$ cat src/rtl/cga_seq_pkg.sv
// rtl/cga_seq_pkg.sv - slot constants and arbiter state type for the CGA character sequencer
package cga_seq_pkg;

   localparam logic [4:0] SEQ_CRTC      = 5'd0;
   localparam logic [4:0] SEQ_CHAR      = 5'd3;
   localparam logic [4:0] SEQ_ATT       = 5'd7;
   localparam logic [4:0] SEQ_ROM       = 5'd8;
   localparam logic [4:0] SEQ_CPU0      = 5'd9;
   localparam logic [4:0] SEQ_CPU1      = 5'd20;
   localparam logic [4:0] SEQ_WRAP_HRES = 5'd15;
   localparam logic [4:0] SEQ_WRAP_LRES = 5'd31;

   typedef enum logic [1:0] {
      IDLE  = 2'd0,
      GRANT = 2'd1,
      WAIT  = 2'd2
   } arb_state_t;

endpackage

$ cat src/rtl/cga_vram_arbiter.sv
// rtl/cga_vram_arbiter.sv - grants fixed-length CPU VRAM slots between display fetches
module cga_vram_arbiter
   import cga_seq_pkg::*;
#(
   parameter int CPU_SLOT_LEN = 4
) (
   input  logic clk,
   input  logic reset,
   input  logic slot_start,
   input  logic cpu_req,
   input  logic cpu_wr,
   output logic vram_cpu_sel,
   output logic vram_we,
   output logic cpu_done
);

   localparam logic [2:0] LAST = 3'(CPU_SLOT_LEN - 1);

   arb_state_t state, state_d;
   logic [2:0] cnt, cnt_d;
   logic       wr_q, wr_d;
   logic       last_d;

   // Next-state: grant only from IDLE, so a held request cannot be regranted until it drops
   always_comb begin
      state_d = state;
      cnt_d   = cnt;
      wr_d    = wr_q;
      case (state)
         IDLE: begin
            if (slot_start && cpu_req) begin
               state_d = GRANT;
               cnt_d   = 3'd0;
               wr_d    = cpu_wr;
            end
         end
         GRANT: begin
            if (cnt == LAST) state_d = WAIT;
            else             cnt_d   = cnt + 3'd1;
         end
         WAIT: begin
            if (!cpu_req) state_d = IDLE;
         end
         default: state_d = IDLE;
      endcase
      last_d = (state_d == GRANT) && (cnt_d == LAST);
   end

   // State register; write strobe and done are registered so they align with the last grant cycle
   always_ff @(posedge clk) begin
      if (reset) begin
         state    <= IDLE;
         cnt      <= 3'd0;
         wr_q     <= 1'b0;
         vram_we  <= 1'b0;
         cpu_done <= 1'b0;
      end else begin
         state    <= state_d;
         cnt      <= cnt_d;
         wr_q     <= wr_d;
         vram_we  <= last_d && wr_d;
         cpu_done <= last_d;
      end
   end

   assign vram_cpu_sel = (state == GRANT);

endmodule

$ cat src/rtl/cga_sequencer.sv
// rtl/cga_sequencer.sv - character-clock phase counter, fetch strobes and CPU slot arbitration (option: CGA_SNOW_EN)
module cga_sequencer
   import cga_seq_pkg::*;
#(
   parameter int CPU_SLOT_LEN = 4
) (
   input  logic       clk,
   input  logic       reset,
   input  logic       hres_mode,
   input  logic       grph_mode,
   input  logic       display_enable,
   input  logic       cpu_req,
   input  logic       cpu_wr,
   output logic [4:0] clk_seq,
   output logic       crtc_clk,
   output logic       vram_read,
   output logic       vram_read_char,
   output logic       vram_read_att,
   output logic       charrom_read,
   output logic       disp_pipeline,
   output logic       vram_cpu_sel,
   output logic       vram_we,
   output logic       cpu_done
);

   logic       hres_l;
   logic       wrap;
   logic [4:0] seq_next;
   logic       slot_start;
   logic       snow_char;

   // Strobes are decoded from the next phase so the registered outputs line up with clk_seq
   always_comb begin
      wrap       = (clk_seq == (hres_l ? SEQ_WRAP_HRES : SEQ_WRAP_LRES));
      seq_next   = wrap ? 5'd0 : clk_seq + 5'd1;
      slot_start = (seq_next == SEQ_CPU0) || (!hres_l && (seq_next == SEQ_CPU1));
   end

`ifdef CGA_SNOW_EN
   // CPU byte on the bus gets latched as a character during hres text: reproduces snow
   assign snow_char = vram_cpu_sel && hres_l && !grph_mode && display_enable &&
                      (seq_next == SEQ_CPU0 + 5'd1);
`else
   logic unused_snow_inputs;
   assign unused_snow_inputs = grph_mode ^ display_enable;
   assign snow_char = 1'b0;
`endif

   // Phase counter, mode latch and registered fetch strobes
   always_ff @(posedge clk) begin
      if (reset) begin
         clk_seq        <= 5'd0;
         hres_l         <= 1'b0;
         crtc_clk       <= 1'b0;
         vram_read      <= 1'b0;
         vram_read_char <= 1'b0;
         vram_read_att  <= 1'b0;
         charrom_read   <= 1'b0;
         disp_pipeline  <= 1'b0;
      end else begin
         clk_seq        <= seq_next;
         if (wrap) hres_l <= hres_mode;
         crtc_clk       <= (seq_next == SEQ_CRTC);
         vram_read      <= (seq_next <= SEQ_ROM);
         vram_read_char <= (seq_next == SEQ_CHAR) || snow_char;
         vram_read_att  <= (seq_next == SEQ_ATT);
         charrom_read   <= (seq_next == SEQ_ROM);
         disp_pipeline  <= (seq_next == SEQ_CRTC);
      end
   end

   cga_vram_arbiter #(
      .CPU_SLOT_LEN (CPU_SLOT_LEN)
   ) u_arbiter (
      .clk          (clk),
      .reset        (reset),
      .slot_start   (slot_start),
      .cpu_req      (cpu_req),
      .cpu_wr       (cpu_wr),
      .vram_cpu_sel (vram_cpu_sel),
      .vram_we      (vram_we),
      .cpu_done     (cpu_done)
   );

endmodule

$ cat config.mk
export PLATFORM = sky130hd
export DESIGN_NAME = cga_sequencer
export DESIGN_NICKNAME = d
export VERILOG_FILES = /design/src/rtl/cga_seq_pkg.sv /design/src/rtl/cga_vram_arbiter.sv /design/src/rtl/cga_sequencer.sv
export SDC_FILE = /design/constraint.sdc
export NUM_CORES = 1
export LEC_CHECK = 0
export CORE_MARGIN = 5
export CORE_UTILIZATION = 52
export DETAILED_ROUTE_END_ITERATION = 10
export GPL_TIMING_DRIVEN = 0
export HOLD_SLACK_MARGIN = 0.03
export PLACE_DENSITY_LB_ADDON = 0.2
export SETUP_SLACK_MARGIN = 0.5
export SLEW_MARGIN = 20
export SYNTH_ARGS = -nofsm -noshare
export SYNTH_HDL_FRONTEND = slang
export SYNTH_SLANG_ARGS = --single-unit
$ cat constraint.sdc
create_clock -name clk -period 3 [get_ports clk]
set_input_delay 0.75 -clock clk [delete_from_list [all_inputs] [get_ports clk]]
set_output_delay 0.75 -clock clk [all_outputs]
set_load 0.05 [all_outputs]
==> impl_metrics.ini <==
[timing]
setup_viol = 0
relSlewSlack_pct = 66.4
fmax_ghz = 0.421
rsz0062_at_grt = false
fin_crit_sh_pct = 79.3
finalCriticalPeriod_ps = 2380
whs_ps = 502
fin_tns_setup_ps = 0
worst_pin_slew_ps = 502
finalHoldViolCount = 0
fin_skew_ps = 4.53
report.final.slew_viol_count = 0
setup_ws_ps = 622

[logic_synthesis]
yosysUniqueCellTypes = 36
syn_area_per_cell_um2 = 8.44
synth_area_leaders = dfxtp_1 (40%), ha_1 (6.5%), nor2_1 (5.5%)
synth-seq-area-share_pct = 39.5
yosysWarnings = 0
postSynthNetCount = 126
synth_top_cell_by_area = dfxtp_1
synth-seq-cells = 19
syn_area_um2 = 962
syn_inst = 114
synth_top_area_share_pct = 39.5

[pwr]
power_uw = 466
vdd_drop_max_uv = 233
p_leak_nw = 0.447
p_per_area_mw_per_mm2 = 387

[detailed_routing]
ant_nets = 0
drtIter0Drc = 14
routed_via_density = 5.38
via_count = 866
post_drt_wl_per_cell_um = 12.7
drc = 0
first_pass_iters = 4
routed_wl_um = 2040

[cells_and_area]
largest_reg_flops = 5
top_regs = clk_seq: 5 flops, u_arbiter.cnt: 3 flops, u_arbiter.state: 2 flops
finalInstanceArea_mm2 = 0.00120
drive_gt1_share_pct = 8.82
final_util_pct = 69.0
antennaDiodeCount = 0
fillers = 154
top_register = clk_seq
area_delta_synth_final_pct = 25.1
layout.cells.non_filler = 161
fin_nets = 149

[place]
place.gp.congestion = 0.803
dp.cells = 157
place.detailed.hpwl_um = 1460
place_area_mm2 = 0.00117
post-place-ws_ps = 624
port_buffers = 18

[worst_setup_path]
criticalPathCategory = reg2out
crit_chain = inv_1 -> nand2_1 -> inv_1 -> dlygate4sd2_1
critical-path-top-delay-family = buffers and inverters
arrival_ps = 1630
crit_path_frequent_cell = inv_1
cp.depth = 4
critPathBufInv = 3
crit_slowest_cell = dlygate4sd2_1
slowest_delay_ps = 560
required_ps = 2250
cp-end-kind = output port
cp_max_fo = 7
cp-start-kind = register
reg2reg_depth = 7

[run]
drv_cap = 0

[floorplanning]
initial_utilization_pct = 55.1
ios = 21
die_w_um = 53.0
coreArea_mm2 = 0.00175
rows = 15
dieHeight_um = 53.0
dieArea_mm2 = 0.00281

[grt]
grt_first_pass_wirelength_um = 3480
antenna_found_initial = 0
grt_util_all_layers_pct = 17.0
overflow = 0
grt_pass1_vias = 818
grt_max_degree = 11

[clock_network]
path_clk_slew_ps = 100
root_buffer = clkbuf_4
numCtsBuffers = 3
clk_latency_ps = 300
ctsLongestPathBuffers = 2
numClockSinks = 19
ctsHoldBuffers = 0
cts_max_level = 1
cts_tree = done

[hold_path]
hold_class = reg2reg
hold_depth = 2

[run_status]
status = finished, final reports clean
==> synth_stat cells (all sizes together) <==
| library cell | instances |
|---|---|
| inv | 6 |
| dfxtp | 19 |
| nand3b | 1 |
| a21o | 1 |
| a32oi | 1 |
| buf | 2 |
| mux2i | 1 |
| a22oi | 1 |
| o21a | 1 |
| nor2 | 14 |
| a21oi | 9 |
| nand3 | 3 |
| o32ai | 1 |
| a211oi | 1 |
| or2 | 1 |
| nor2b | 4 |
| a2111oi | 1 |
| nor3b | 2 |
| a32o | 1 |
| xnor2 | 2 |
| nor3 | 8 |
| o211ai | 1 |
| nand2 | 9 |
| nand2b | 3 |
| or3b | 1 |
| clkbuf | 3 |
| a31oi | 1 |
| ha | 5 |
| and3 | 2 |
| nor4 | 2 |
| xor2 | 1 |
| o21ai | 5 |
| a41o | 1 |
==> final cells by class <==
class	count	area [µm²]	share of cell area, %
Tap cell	25	31.3	2.60
Multi-Input combinational cell	84	533	44.3
Clock buffer	4	26.3	2.18
Timing Repair Buffer	18	179	14.9
Inverter	6	22.5	1.87
Buffer	5	31.3	2.60
Sequential cell	19	380	31.6
==> final timing paths <==
check | startpoint | end | slack, ps
worst max-delay path | u_arbiter.state[1]$_SDFF_PP0_ | vram_cpu_sel | 620
worst max register to register | clk_seq[1]$_SDFF_PP0_ | u_arbiter.vram_we$_SDFF_PP0_ | 750
worst min-delay path | u_arbiter.cnt[2]$_SDFF_PP0_ | u_arbiter.cnt[2]$_SDFF_PP0_ | 500
worst min register to register | u_arbiter.cnt[2]$_SDFF_PP0_ | u_arbiter.cnt[2]$_SDFF_PP0_ | 500
==> cell usage in the layout, fill, tap and decap left out, types with 2 or more instances in the layout <==
| cell | synthesis | layout |
|---|---|---|
| ha_1 | 5 | 5 |
| nor3_1 | 8 | 8 |
| clkdlybuf4s50_1 | 0 | 17 |
| a21oi_1 | 9 | 9 |
| nor2_1 | 14 | 14 |
| clkbuf_4 | 0 | 3 |
| and3_1 | 2 | 2 |
| inv_1 | 6 | 6 |
| o21ai_0 | 5 | 5 |
| dfxtp_1 | 19 | 19 |
| xnor2_1 | 2 | 2 |
| nor2b_1 | 4 | 4 |
| nand3_1 | 3 | 3 |
| nand2_1 | 9 | 9 |
| nand2b_1 | 3 | 3 |
| clkbuf_1 | 2 | 3 |
==> cell families (layout without fill, tap and decap cells) <==
family	count (synthesis)	after routing	synth area share, %
XOR/XNOR	3	3	2.73
AO/OA/AOI/OAI	25	25	18.2
AND/OR/NAND/NOR	50	50	26.4
flip-flops	19	19	39.5
adder cells (fa/ha/maj)	5	5	6.50
multiplexers	1	1	1.04
buffers and inverters	11	33	5.59
==> per-layer routing <==
metal,GRT usage (%),wire (µm)
met4,10.2,44
met3,3.10,120
met2,27.1,917
met5,0,0
met1,21.1,955
==> timing repair <==
| action | in CTS | in global routing |
|---|---|---|
| cloned | 0 | 0 |
| gates resized for setup | 1 | 1 |
| hold endpoints to repair | 0 | 0 |
| setup endpoints to repair | 1 | 1 |
| setup buffers | 0 | 0 |
==> tightest hold or removal path: cells and delay by family, from the launching register on <==
family | cells | cell delay, ps
buffers and inverters | 1 | 90
AOI/OAI and AO/OA | 1 | 50
DFF | 1 | 330
==> report_power, final <==
group | switching [mW] | internal, mW | leakage, nW | total, mW
combinational | 0.0425 | 0.0261 | 0.278 | 0.0685
clock | 0.0811 | 0.0519 | 0.0150 | 0.133
sequential | 0.00664 | 0.258 | 0.154 | 0.264
total | 0.130 | 0.336 | 0.447 | 0.466
No activity file was read; power rests on OpenSTA's default activity.
